$ cat src/rtl/alu_mc_pkg.sv
// Shared types and helpers for the multi-cycle ALU (alu_mc).
// Optional early-terminating multiply is enabled by defining ALU_MC_EARLY_TERM_EN.
package alu_mc_pkg;

  typedef enum logic [3:0] {
    OP_AND = 4'h0,
    OP_EOR = 4'h1,
    OP_SUB = 4'h2,
    OP_RSB = 4'h3,
    OP_ADD = 4'h4,
    OP_ADC = 4'h5,
    OP_SBC = 4'h6,
    OP_RSC = 4'h7,
    OP_TST = 4'h8,
    OP_TEQ = 4'h9,
    OP_CMP = 4'hA,
    OP_CMN = 4'hB,
    OP_ORR = 4'hC,
    OP_MOV = 4'hD,
    OP_BIC = 4'hE,
    OP_MVN = 4'hF
  } alu_op_e;

  typedef enum logic [1:0] {
    IDLE = 2'd0,
    MUL  = 2'd1,
    DONE = 2'd2
  } state_e;

  localparam int FLAG_N = 3;
  localparam int FLAG_Z = 2;
  localparam int FLAG_C = 1;
  localparam int FLAG_V = 0;

  // TST/TEQ/CMP/CMN: flags only, no register writeback.
  function automatic logic is_compare(alu_op_e op);
    return (op == OP_TST) || (op == OP_TEQ) || (op == OP_CMP) || (op == OP_CMN);
  endfunction

endpackage

$ cat src/rtl/alu_mc_core.sv
// Combinational evaluator for the 16 data-processing ops; produces result and NZCV.
// Carry-in and old V come from the committed flag register in the parent.
module alu_mc_core
  import alu_mc_pkg::*;
#(
  parameter int WIDTH = 32
) (
  input  logic [WIDTH-1:0] a,
  input  logic [WIDTH-1:0] b,
  input  alu_op_e          op,
  input  logic             carry_in,
  input  logic             shift_c,
  input  logic             v_in,
  output logic [WIDTH-1:0] result,
  output logic [3:0]       nzcv
);

  logic [WIDTH-1:0] w_op_a;
  logic [WIDTH-1:0] w_op_b;
  logic             w_cin;
  logic             w_arith;
  logic [WIDTH-1:0] w_logic;
  logic [WIDTH:0]   w_sum;

  always_comb begin
    w_op_a  = a;
    w_op_b  = b;
    w_cin   = 1'b0;
    w_arith = 1'b1;
    case (op)
      OP_SUB, OP_CMP: begin w_op_b = ~b; w_cin = 1'b1; end
      OP_RSB:         begin w_op_a = b; w_op_b = ~a; w_cin = 1'b1; end
      OP_ADD, OP_CMN: w_cin = 1'b0;
      OP_ADC:         w_cin = carry_in;
      OP_SBC:         begin w_op_b = ~b; w_cin = carry_in; end
      OP_RSC:         begin w_op_a = b; w_op_b = ~a; w_cin = carry_in; end
      default:        w_arith = 1'b0;
    endcase
  end

  always_comb begin
    w_logic = '0;
    case (op)
      OP_AND, OP_TST: w_logic = a & b;
      OP_EOR, OP_TEQ: w_logic = a ^ b;
      OP_ORR:         w_logic = a | b;
      OP_MOV:         w_logic = b;
      OP_BIC:         w_logic = a & ~b;
      OP_MVN:         w_logic = ~b;
      default:        w_logic = '0;
    endcase
  end

  assign w_sum  = {1'b0, w_op_a} + {1'b0, w_op_b} + {{WIDTH{1'b0}}, w_cin};
  assign result = w_arith ? w_sum[WIDTH-1:0] : w_logic;

  always_comb begin
    nzcv         = '0;
    nzcv[FLAG_N] = result[WIDTH-1];
    nzcv[FLAG_Z] = (result == '0);
    nzcv[FLAG_C] = w_arith ? w_sum[WIDTH] : shift_c;
    nzcv[FLAG_V] = w_arith ? ((w_op_a[WIDTH-1] == w_op_b[WIDTH-1]) &&
                              (w_sum[WIDTH-1] != w_op_a[WIDTH-1]))
                           : v_in;
  end

endmodule

$ cat src/rtl/alu_mc.sv
// Multi-cycle ALU: one-cycle data-processing ops, shift-add MUL/MLA, NZCV register,
// valid/ready on both sides. Define ALU_MC_EARLY_TERM_EN to stop MUL once the multiplier empties.
module alu_mc
  import alu_mc_pkg::*;
#(
  parameter int WIDTH   = 32,
  parameter int MUL_CYC = WIDTH
) (
  input  logic             clk,
  input  logic             reset_n,
  input  logic             in_valid,
  output logic             in_ready,
  input  logic [3:0]       alu_op,
  input  logic             is_mul,
  input  logic             mla,
  input  logic             set_flags,
  input  logic             shift_c,
  input  logic [WIDTH-1:0] SrcA,
  input  logic [WIDTH-1:0] SrcB,
  input  logic [WIDTH-1:0] SrcC,
  output logic             out_valid,
  input  logic             out_ready,
  output logic [WIDTH-1:0] ALUResult,
  output logic             wr_en,
  output logic [3:0]       ALUFlags
);

  localparam int CNT_W = (MUL_CYC > 1) ? $clog2(MUL_CYC) : 1;

  state_e           r_state;
  logic [WIDTH-1:0] r_acc;
  logic [WIDTH-1:0] r_mcand;
  logic [WIDTH-1:0] r_mplier;
  logic [CNT_W-1:0] r_cnt;
  logic [WIDTH-1:0] r_result;
  logic             r_wr_en;
  logic [3:0]       r_flags;
  logic [3:0]       r_pend_flags;
  logic             r_commit;

  alu_op_e          w_op;
  logic [WIDTH-1:0] w_core_res;
  logic [3:0]       w_core_nzcv;
  logic [WIDTH-1:0] w_acc_init;
  logic [WIDTH-1:0] w_acc_next;
  logic [WIDTH-1:0] w_mplier_next;
  logic             w_mul_last;

  assign w_op = alu_op_e'(alu_op);

  alu_mc_core #(.WIDTH(WIDTH)) u_core (
    .a        (SrcA),
    .b        (SrcB),
    .op       (w_op),
    .carry_in (r_flags[FLAG_C]),
    .shift_c  (shift_c),
    .v_in     (r_flags[FLAG_V]),
    .result   (w_core_res),
    .nzcv     (w_core_nzcv)
  );

  assign w_acc_init    = mla ? SrcC : '0;
  assign w_acc_next    = r_mplier[0] ? (r_acc + r_mcand) : r_acc;
  assign w_mplier_next = r_mplier >> 1;

`ifdef ALU_MC_EARLY_TERM_EN
  assign w_mul_last = (r_cnt == CNT_W'(MUL_CYC - 1)) || (w_mplier_next == '0);
`else
  assign w_mul_last = (r_cnt == CNT_W'(MUL_CYC - 1));
`endif

  assign in_ready  = (r_state == IDLE);
  assign out_valid = (r_state == DONE);
  assign ALUResult = r_result;
  assign wr_en     = r_wr_en;
  assign ALUFlags  = r_flags;

  always_ff @(posedge clk or negedge reset_n) begin
    if (!reset_n) begin
      r_state      <= IDLE;
      r_acc        <= '0;
      r_mcand      <= '0;
      r_mplier     <= '0;
      r_cnt        <= '0;
      r_result     <= '0;
      r_wr_en      <= 1'b0;
      r_flags      <= '0;
      r_pend_flags <= '0;
      r_commit     <= 1'b0;
    end else begin
      case (r_state)
        IDLE: begin
          if (in_valid && !is_mul) begin
            r_result     <= w_core_res;
            r_pend_flags <= w_core_nzcv;
            r_wr_en      <= !is_compare(w_op);
            r_commit     <= set_flags || is_compare(w_op);
            r_state      <= DONE;
          end else if (in_valid) begin
            r_acc    <= w_acc_init;
            r_mcand  <= SrcA;
            r_mplier <= SrcB;
            r_cnt    <= '0;
            r_wr_en  <= 1'b1;
            r_commit <= set_flags;
            r_state  <= MUL;
`ifdef ALU_MC_EARLY_TERM_EN
            // Zero multiplier: the product is just the accumulate term.
            if (SrcB == '0) begin
              r_result     <= w_acc_init;
              r_pend_flags <= {w_acc_init[WIDTH-1], (w_acc_init == '0),
                               r_flags[FLAG_C], r_flags[FLAG_V]};
              r_state      <= DONE;
            end
`endif
          end
        end
        MUL: begin
          r_acc    <= w_acc_next;
          r_mcand  <= r_mcand << 1;
          r_mplier <= w_mplier_next;
          r_cnt    <= r_cnt + CNT_W'(1);
          if (w_mul_last) begin
            r_result     <= w_acc_next;
            r_pend_flags <= {w_acc_next[WIDTH-1], (w_acc_next == '0),
                             r_flags[FLAG_C], r_flags[FLAG_V]};
            r_state      <= DONE;
          end
        end
        DONE: begin
          if (out_ready) begin
            if (r_commit) r_flags <= r_pend_flags;
            r_state <= IDLE;
          end
        end
        default: r_state <= IDLE;
      endcase
    end
  end

endmodule
$ cat config.mk
export PLATFORM = sky130hd
export DESIGN_NAME = alu_mc
export DESIGN_NICKNAME = d
export VERILOG_FILES = /design/src/rtl/alu_mc_pkg.sv /design/src/rtl/alu_mc_core.sv /design/src/rtl/alu_mc.sv
export SDC_FILE = /design/constraint.sdc
export NUM_CORES = 1
export LEC_CHECK = 0
export ABC_AREA = 1
export BUFFER_PORTS_ARGS = -buffer_cell sky130_fd_sc_hd__buf_4
export CAP_MARGIN = 20
export CORE_MARGIN = 4
export CORE_UTILIZATION = 36
export CTS_CLUSTER_DIAMETER = 40
export DETAILED_ROUTE_END_ITERATION = 10
export PLACE_DENSITY = 0.52
export SETUP_SLACK_MARGIN = 0.15
export SLEW_MARGIN = 20
export SYNTH_ARGS = -nofsm -noshare
export SYNTH_HDL_FRONTEND = slang
export SYNTH_SLANG_ARGS = --single-unit
$ cat constraint.sdc
create_clock -name clk -period 2.8 [get_ports clk]
set_input_delay 0.7 -clock clk [delete_from_list [all_inputs] [get_ports clk]]
set_output_delay 0.7 -clock clk [all_outputs]
set_load 0.005 [all_outputs]
==> impl_results.md, run 1 <==
* WL met1 at 29.7 mm
* Largest net degree at the start of global routing at 74
* DRT iter0 DRCs at 1258
* Max layer used: met5
* CTS tree: done
* Post-synth top flop: dfrtp_1
* RSZ-0062 raised after global routing: yes
* CTS Sinks at 144
* Yosys reg bits at around 140
* Kind of critical path: in -> reg
* # diodes at 0
* Total die area at 44700 um2
* Worst EP required at 3200 ps
* Buffers plus inverters on the worst setup path at 6
* Reg-to-reg setup timing slack at -190 ps
* Final setup viols at 21
* Final clock period utilization by the worst path at 112%
* Psw at 0.00994 W
* Final Wtd Congestion at 0.999
* Clk slew on worst S/H paths at ~70 ps
* Initial Util at 36.5%
* Root buffer cell: clkbuf_16
* Drt via density at ~5.2
* Clock Skews at 14.5 ps
* DIE WIDTH at 211 um
* Most common cell on crit path: nand2_1
* Post-synth ARST share at 100%
* Routed via count at about 18000
* P&R area growth vs syn at 46.6%
* DP HPWL at 52.8 mm
* Post-Route WL at between 60 and 70 mm
* WP data arrival at 3540 ps
* Setup ws final at -339 ps
* IO Port Bufs at 146
* Post-synthesis sequential area ratio at 24.2%
* Cell family with most CP delay: simple AND/OR/NAND/NOR gates
* Max Clk Rate at 319 MHz
* Startpoint Class: primary input
* Synth top area cells: dfrtp_1 24%, nand2_1 20%, inv_1 9.6%
* Dpl cell area at a little under 20000 um2
* Gr ovfl total at 0
* P_int at between 0.009 and 0.01 W
* Skew-Pair Late Insertion Delay at 460 ps
* Max cap viols at 0
* Reg2reg path depth at 22
* Reg2reg start: ALUFlags[1]$_DFFE_PN0P_
* WL/cell at 18.9 um
* Std-Cell Rows at 74
* Slew HR at between 50% and 60%
* DR pass1 iterations at 6
* Syn Inst Count at 2492
* GRT Util Overall at 28.5%
* Fin. Hold Viols at 0
* Share of cells above drive strength 1 at a little under a third
* Worst flop-to-flop path endpoint: r_pend_flags[2]$_DFFE_PN0P_
* HP Class: in -> async
* Final Max Tran Viols at 0
* Net Count, Synth at 2699
* First-pass GRT wire length at between 90 and 100 mm
* CP max FO at 5
* DRC at 0
* Fin Hold WS at approximately 240 ps
* CTS Buffer Depth at 2
* Fin crit period at roughly 3100 ps
* Maximum vdd drop at ~500 uV
* Logic pwr share at 67.5%
* CTS Buf Count at 17
* PwrDens at 891 nW/um2
* Slowest cell on crit path: ha_2
* Post-route ant nets at 0
* Routed wire length on met2 at 30.6 mm
* Critical-path cell list: buf_8, nand2_8, clkinv_4, nor2_4, nor2_4, clkinv_4, clkbuf_16, o221ai_1, ha_2, nand2_2, inv_1, nand2_1, nor3_1, buf_4, nand3_2, nand3_1, nand3_2, nand2_1, nand3_1, nor3_2, nand2_1, nand2_1, nand2_1, nand2_1
* CP startpoint: alu_op[2]
* Die Y at 211 um
* Syn. warnings at 0
* Status: finished, violations left
* Crit path largest cell delay at 440 ps
* Crit. End Element: register
* Area share of the leading cell type in the synthesized netlist at 24.2%
* Vias in the first global route at 17381
* Met3 WL at 3.78 mm
* Mapped Area at about 15000 um2
* Filler instances at 4127
* H-Tree Depth at 4
* Post-synth EDFFs at 0
* Commonest non-fill, non-tap cell in the layout: nand2_1
* Seq pwr share at slightly below 20%
* I/O pins at 147
* Final Cell Area at around 22000 um2
* Clk network pwr share at 12.6%
* Net count, final at 3171
* Cell taking the most area after synthesis: dfrtp_1
* Failing checks: setup timing
* Switch share at 51.1%
* Leak Pwr at 11.2 nW
* Count of different cell masters after synthesis at 46
* Setup TNS at -2330 ps
* Fin util at a little over half
* Most frequent cells in the layout: 705 x nand2_1, 493 x buf_4, 357 x inv_1
* Power Total at 0.0195 W
* Syn Area/Cell at roughly 6 um2
* Antenna violations before repair at 1
* Slew @ Worst Pin at between 600 and 700 ps
* Core area at between 40000 and 50000 um2
==> routing by layer <==
layer | vias up | track usage, %
li1 | 9038 | -
met1 | 8590 | 39.4
met2 | 535 | 45.9
met3 | 96 | 4.02
met4 | 2 | 9.84
met5 | - | 0
==> stage by stage <==
| step | instances | setup WS [ps] |
|---|---|---|
| after CTS | 3482 | -323 |
| after global routing | 3508 | -524 |
| after global placement | 3440 | -1270 |
| after detailed placement | 3440 | -1200 |
| final | 3508 | -339 |
| after floorplan | 2492 | -334 |
==> sequential cells by signal (all words and copies together), names as in the netlist <==
signal	count
ALUFlags	4
ALUResult	32
r_acc	32
r_cnt	5
r_commit	1
r_mcand	32
r_mplier	32
r_pend_flags	3
r_state	2
wr_en	1
==> cells by family (layout without fill, tap and decap cells) <==
logic type      Yosys count  in the layout  share of synthesized area, %
compound gates          476            476                          18.8
simple gates           1272           1272                          34.9
buf+inv                 483            967                          12.6
mux                       2              2                         0.151
flops                   144            144                          24.2
fa+ha+maj                99             99                          8.47
xor+xnor                 16             16                         0.941
==> power by group through the flow <==
stage	logic (W)	registers, W	clock network [W]
final	0.0131	0.00388	0.00245
after detailed placement	0.0122	0.00390	0
after floorplan	0.00796	0.00362	0
after global routing	0.0147	0.00400	0.00259
after CTS	0.0124	0.00388	0.00251
after global placement	0.0121	0.00388	0
==> worst max path at each step <==
stage	slack, ps	cells after the start	endpoint
after floorplan	-330	27	r_pend_flags[2]$_DFFE_PN0P_
after global placement	-1270	25	r_pend_flags[2]$_DFFE_PN0P_
after detailed placement	-1200	25	r_pend_flags[2]$_DFFE_PN0P_
after CTS	-320	28	r_pend_flags[2]$_DFFE_PN0P_
after global routing	-520	27	r_pend_flags[2]$_DFFE_PN0P_
final	-340	24	r_pend_flags[2]$_DFFE_PN0P_
==> Yosys cell counts (all sizes together), types with 2 or more instances <==
library cell and instances:
clkbuf 63, buf 33, a211oi 3, nor2 217, and3 3, xor2 15, fa 3, o31ai 4
o21bai 6, nand4 32, o22ai 4, a21oi 148, nor3 17, nand3 168, o2111ai 5, a221oi 2
dfrtp 144, mux2 2, clkinv 2, nand2 808, a31oi 26, nand3b 5, inv 385, o21ai 170
ha 96, or2 21, o211ai 72, o221ai 31
==> layout make-up <==
type	instances	area, um2	share of cell area [%]
inverters	387	1480	6.77
well taps	532	666	3.05
clock buffers	17	425	1.95
clock inverters	14	176	0.808
multi-input cells	1865	10900	49.9
repair buffers	549	4600	21.1
flip-flops and latches	144	3600	16.5
==> repair_timing <==
action | CTS | global route
hold buffers | 0 | 0
gates resized for setup | 82 | 306
endpoints found under the setup margin | 31 | 38
pin swaps | 16 | 87
buffers inserted | 11 | 19
cloned | 0 | 6
No activity file was read; power rests on OpenSTA's default activity.
==> inputs of run 2 (changes only) <==
Clock period 2.8 ns to 3.35 ns, I/O delays scaled along.
==> impl_results.md, run 2 (synthesis results as in run 1) <==
* RSZ-0062 raised after global routing: yes (unchanged)
* Initial Util at 36.5% (unchanged)
* Cts hold-fix bufs at 0 (unchanged)
* Fin crit period at between 3000 and 4000 ps
* Std-Cell Rows at 74 (unchanged)
* Crit path largest cell delay at 440 ps (about the same)
* HP Class: in -> async (unchanged)
* Net count, final at 3049 (was 3171)
* Setup TNS at 0 ps (was -2330 ps)
* Slew HR at 39.8% (was 56.0%)
* DIE WIDTH at 211 um (unchanged)
* PwrDens at 769 nW/um2 (was 891 nW/um2)
* Skew-Pair Late Insertion Delay at 470 ps (was 460 ps)
* Max Clk Rate at 302 MHz
* CTS Buffer Depth at 2 (unchanged)
* I/O pins at 147 (unchanged)
* WL/cell at 19.4 um (was 18.9 um)
* Place WS at -578 ps (was -1200 ps)
* GRT Util Overall at 28.2% (was 28.5%)
* Final clock period utilization by the worst path at 98.7%
* Routed via count at 17739 (was 18261)
* Most common cell on crit path: nand2_1 (unchanged)
* Worst EP required at 3750 ps (was 3200 ps)
* Final setup viols at 0 (was 21)
* Setup ws final at 43.6 ps (was -339 ps)
* Leak Pwr at 10.6 nW (was 11.2 nW)
* Root buffer cell: clkbuf_16 (unchanged)
* DR pass1 iterations at 8 (was 6)
* Post-Route WL at 65.6 mm (was 66.4 mm)
* CTS tree: done (unchanged)
* Core area at 40800 um2 (unchanged)
* Die Y at 211 um (unchanged)
* Maximum vdd drop at 537 uV (was 500 uV)
* First-pass GRT wire length at 96.8 mm (was 98.4 mm)
* WP data arrival at 3710 ps (was 3540 ps)
* CP max FO at 3 (was 5)
* DRC at 0 (unchanged)
* Critical-path cell list: buf_6, nand2_4, clkinv_4, nor2_4, buf_6, buf_6, nand2_2, o21ai_2, a21oi_2, fa_2, inv_2, fa_2, or2_0, nand2_1, nand3_2, nor2_1, nand2_1, nor2_2, nand3_1, nor2_1, nand2_1, nand2_1, nand2_1, nand2_1 (was buf_8, nand2_8, clkinv_4, nor2_4, nor2_4, clkinv_4, clkbuf_16, o221ai_1, ha_2, nand2_2, inv_1, nand2_1, nor3_1, buf_4, nand3_2, nand3_1, nand3_2, nand2_1, nand3_1, nor3_2, nand2_1, nand2_1, nand2_1, nand2_1)
* CTS Buf Count at 17 (unchanged)
* Drt via density at 5.24 (was 5.21)
* Slew @ Worst Pin at 902 ps (was 653 ps)
* Crit. End Element: register (unchanged)
* P&R area growth vs syn at 40.8% (was 46.6%)
* DP HPWL at 51.2 mm (was 52.8 mm)
* Clock Skews at 10.8 ps (was 14.5 ps)
* H-Tree Depth at 4 (unchanged)
* IO Port Bufs at 146 (unchanged)
* Final Max Tran Viols at 0 (unchanged)
* Status: finished clean (was finished, violations left)
* Filler instances at 4152 (was 4127)
* CTS Sinks at 144 (unchanged)
* Post-route ant nets at 0 (unchanged)
* Vias in the first global route at 16544 (was 17381)
* Max cap viols at 0 (unchanged)
* Commonest non-fill, non-tap cell in the layout: nand2_1 (unchanged)
* Fin. Hold Viols at 0 (unchanged)
* DRT iter0 DRCs at 1509 (was 1258)
* Kind of critical path: in -> reg (unchanged)
* Share of cells above drive strength 1 at 27.2% (was 30.0%)
* Gr ovfl total at 0 (unchanged)
* Startpoint Class: primary input (unchanged)
* Total die area at 44700 um2 (unchanged)
* Slowest cell on crit path: fa_2 (was ha_2)
* Largest net degree at the start of global routing at 108 (was 74)
* Most frequent cells in the layout: 704 x nand2_1, 380 x buf_4, 363 x inv_1 (was 705 x nand2_1, 493 x buf_4, 357 x inv_1)
* Clk slew on worst S/H paths at 70 ps (about the same)
* Antenna violations before repair at 1 (unchanged)
* Final Wtd Congestion at 0.952 (was 0.999)
[run 2: cell count changes in the layout (fill, tap and decap cells not counted), sizes merged]
cell,previous run,this run
buf,546,424
clkbuf,20,21
clkinv,6,5
clkinvlp,2,1
diode,0,1
inv,390,392
[run 2: per-stage QoR]
step	std cells	utilization [%]	hold WS (ps)	total power, W	instance area, um2
finish	3388	51.3	325	0.0161	21000
global route	3388	51.3	342	0.0176	21000
CTS	3367	48.0	317	0.0157	19600
detailed placement	3307	44.7	456	0.0132	18200
global placement	3307	44.7	455	0.0131	18200
floorplan	2492	-	433	0.00967	15000
[run 2: timing repair]
item                       in CTS  in global routing
buffers inserted               26                 17
setup endpoints to repair       9                 23
pin swaps                      66                 96
gates cloned                    2                  3
resized for setup             141                243
[run 2: where the power goes]
part           switching, W  internal [W]  total [W]
clock network      0.000942       0.00122    0.00216
registers          0.000617       0.00262    0.00323
logic               0.00679       0.00394     0.0107
total               0.00835       0.00777     0.0161
[run 2: routing by layer]
| metal | track usage (%) | up-vias | routed length, um |
|---|---|---|---|
| li1 | - | 8828 | - |
| met1 | 39.1 | 8305 | 29900 |
| met2 | 45.4 | 506 | 30000 |
| met3 | 3.66 | 100 | 3350 |
| met4 | 9.66 | 0 | 2310 |
| met5 | 0 | - | 0 |
[run 2: path summary, 6_finish.rpt]
check / start / endpoint / slack, ps / depth (start not counted)
min in group clk: r_cnt[3]$_DFFE_PN0P_ / r_cnt[3]$_DFFE_PN0P_ / 470 / 1
max in group asynchronous: reset_n / r_mplier[8]$_DFFE_PN0P_ / 2220 / 2
min reg2reg: r_cnt[3]$_DFFE_PN0P_ / r_cnt[3]$_DFFE_PN0P_ / 470 / 1
max reg2reg: ALUFlags[1]$_DFFE_PN0P_ / r_pend_flags[2]$_DFFE_PN0P_ / 230 / 24
max: alu_op[3] / r_pend_flags[2]$_DFFE_PN0P_ / 40 / 24
min: reset_n / r_cnt[1]$_DFFE_PN0P_ / 330 / 1
[run 2: final cells by class]
type / instances / area [um2] / share of cell area [%]
multi-input cells: 1865 / 11000 / 52.3
repair buffers: 427 / 3620 / 17.2
flip-flops and latches: 144 / 3600 / 17.2
inverters: 387 / 1470 / 7.02
well taps: 532 / 666 / 3.17
clock buffers: 18 / 439 / 2.09
clock inverters: 14 / 193 / 0.919
diodes: 1 / 2.50 / 0.0119
[run 2: worst max-delay path, delay by kind of cell]
kind / cells / cell delay [ps]
buffers and inverters: 5 / 490
adder cells (fa/ha/maj): 2 / 770
AO/OA/AOI/OAI: 2 / 110
AND/OR/NAND/NOR: 15 / 1490
==> inputs of run 3 (changes only) <==
Settings changed: CELL_PAD_IN_SITES_DETAIL_PLACEMENT from default to 1, CELL_PAD_IN_SITES_GLOBAL_PLACEMENT from default to 1, PLACE_DENSITY 0.52 to 0.7, RECOVER_POWER from default to 50.
==> impl_results.md, run 3 (synthesis results as in run 1) <==
* Status: finished, violations left (was finished clean)
* Failing checks: capacitance limit, slew limit, setup timing
* Clk network pwr share at 12.7% (was 13.4%)
* Post-Route WL at 69.7 mm (was 65.6 mm)
* P_int at 0.00744 W (was 0.00777 W)
* Final clock period utilization by the worst path at 106% (was 98.7%)
* CP startpoint: alu_op[1] (was alu_op[3])
* Hold Path Sink: r_cnt[3]$_DFFE_PN0P_
* Clk slew on worst S/H paths at 60 ps (was 70 ps)
* Crit. End Element: register (unchanged)
* Skew-Pair Late Insertion Delay at 470 ps (about the same)
* Share of cells above drive strength 1 at 21.6% (was 27.2%)
* P&R area growth vs syn at 31.9% (was 40.8%)
* H-Tree Depth at 4 (unchanged)
* Maximum vdd drop at 414 uV (was 537 uV)
* Post-route ant nets at 0 (unchanged)
* WL/cell at 20.7 um (was 19.4 um)
* Dpl cell area at 18300 um2 (was 18200 um2)
* CP max FO at 13 (was 3)
* Crit path largest cell delay at 430 ps (was 440 ps)
* Total die area at 44700 um2 (unchanged)
* Final setup viols at 4 (was 0)
* Initial Util at 36.5% (unchanged)
* Commonest non-fill, non-tap cell in the layout: nand2_1 (unchanged)
* IO Port Bufs at 146 (unchanged)
* Startpoint Class: primary input (unchanged)
* Net count, final at 3035 (was 3049)
* Setup TNS at -395 ps (was 0 ps)
* Vias in the first global route at 19081 (was 16544)
* Switch share at 53.1% (was 51.8%)
* Fin. Hold Viols at 0 (unchanged)
* CTS tree: done (unchanged)
* Setup ws final at -202 ps (was 43.6 ps)
* PwrDens at 807 nW/um2 (was 769 nW/um2)
* Final Wtd Congestion at 0.974 (was 0.952)
* Worst flop-to-flop path endpoint: r_pend_flags[2]$_DFFE_PN0P_ (unchanged)
* Fin crit period at 3550 ps (was 3310 ps)
* Most frequent cells in the layout: 759 x nand2_1, 385 x buf_4, 374 x inv_1 (was 704 x nand2_1, 380 x buf_4, 363 x inv_1)
* WP data arrival at 3950 ps (was 3710 ps)
* Hold_sp: r_cnt[3]$_DFFE_PN0P_
* # diodes at 0 (was 1)
* Final Cell Area at 19600 um2 (was 21000 um2)
* HP Class: reg -> reg (was in -> async)
* CTS Buf Count at 17 (unchanged)
* Gr ovfl total at 0 (unchanged)
* DP HPWL at 55.9 mm (was 51.2 mm)
* Antenna violations before repair at 0 (was 1)
* CTS Buffer Depth at 2 (unchanged)
* Routed via count at 18291 (was 17739)
* First-pass GRT wire length at 107 mm (was 96.8 mm)
* Die Y at 211 um (unchanged)
* Cts hold-fix bufs at 0 (unchanged)
* Seq pwr share at 20.6% (was 20.0%)
* Largest net degree at the start of global routing at 118 (was 108)
* DR pass1 iterations at 6 (was 8)
* Logic pwr share at 66.7% (was 66.5%)
* Most common cell on crit path: nand2_1 (unchanged)
* GRT Util Overall at 30.6% (was 28.2%)
* Clock Skews at 13.2 ps (was 10.8 ps)
* Filler instances at 5547 (was 4152)
* Reg-to-reg setup timing slack at 10 ps (was 230 ps)
* Reg2reg path depth at 22 (was 24)
* I/O pins at 147 (unchanged)
* Hold path cells at 1
* Root buffer cell: clkbuf_16 (unchanged)
* Slew HR at -34.7% (was 39.8%)
* Slowest cell on crit path: fa_2 (unchanged)
* DIE WIDTH at 211 um (unchanged)
* Final Max Tran Viols at 75 (was 0)
* CTS Sinks at 144 (unchanged)
* Cell family with most CP delay: simple AND/OR/NAND/NOR gates (unchanged)
* RSZ-0062 raised after global routing: yes (unchanged)
* DRC at 0 (unchanged)
* Max Clk Rate at 282 MHz (was 302 MHz)
* Core area at 40800 um2 (unchanged)
* Buffers plus inverters on the worst setup path at 7 (was 5)
* Leak Pwr at 10.2 nW (was 10.6 nW)
* Kind of critical path: in -> reg (unchanged)
* Slew @ Worst Pin at 2020 ps (was 902 ps)
* Power Total at 0.0159 W (was 0.0161 W)
* Drt via density at 5.42 (was 5.24)
* DRT iter0 DRCs at 1153 (was 1509)
* Max cap viols at 1 (was 0)
* Worst EP required at 3750 ps (about the same)
* Psw at 0.00842 W (was 0.00835 W)
* Std-Cell Rows at 74 (unchanged)
* Reg2reg start: ALUFlags[1]$_DFFE_PN0P_ (unchanged)
## run 3: power groups by stage
stage	clock network (W)	logic, W	registers [W]
floorplan	0	0.00664	0.00303
global placement	0	0.00983	0.00325
detailed placement	0	0.0102	0.00328
CTS	0.00205	0.0104	0.00326
global route	0.00212	0.0119	0.00335
finish	0.00201	0.0106	0.00327
## run 3: what timing repair did
item / in CTS / in global routing
buffers inserted: 13 / 7
gates resized for setup: 74 / 72
pin swaps: 33 / 31
cloned: 0 / 1
endpoints found under the setup margin: 18 / 27
## run 3: final cells by class
class	count	area [um2]	area share, %
multi-input cells	1865	10000	51.1
clock buffers	18	429	2.19
clock inverters	14	166	0.847
repair buffers	413	3280	16.7
inverters	387	1460	7.45
flip-flops and latches	144	3600	18.3
well taps	532	666	3.39
## run 3: routing by layer
metal | GRT usage, % | wire length (um) | vias up
li1 | - | - | 8759
met4 | 10.5 | 2510 | 0
met2 | 52.2 | 33200 | 425
met3 | 3.76 | 2790 | 140
met5 | 0 | 0 | -
met1 | 40.4 | 31200 | 8967
## run 3: worst register-to-register path: stages (launching register included)
cell and delay (ps):
dfrtp_1 400, inv_1 260, nor3_1 100, a31oi_1 280, fa_2 270, inv_2 50, fa_2 400, nand3_2 120
nand3_4 90, buf_6 140, nand2_4 60, nand4_1 120, nand3_1 110, nand2_1 80, inv_1 80, nand2_1 60
nor2_2 130, nand2_1 80, nor3_2 180, nand2_1 80, nand2_1 70, nand2_1 40, nand2_1 90
## run 3: how the worst max path moves through the flow
stage                                   to  slack (ps)  cells after the start
6_report       r_pend_flags[2]$_DFFE_PN0P_        -200                     26
5_1_grt        r_pend_flags[2]$_DFFE_PN0P_        -400                     26
4_1_cts        r_pend_flags[2]$_DFFE_PN0P_         -60                     28
3_5_place_dp   r_pend_flags[2]$_DFFE_PN0P_        -800                     26
3_3_place_gp   r_pend_flags[2]$_DFFE_PN0P_        -780                     26
2_1_floorplan  r_pend_flags[2]$_DFFE_PN0P_          80                     27
## run 3: through the flow
stage,hold slack (ps),worst slack (ps),util [%],std cells
global placement,449,-776,44.9,3320
CTS,418,-56.4,47.3,3365
floorplan,433,78.2,-,2492
global route,503,-397,48.1,3373
finish,474,-202,48.1,3373
detailed placement,465,-802,44.9,3320
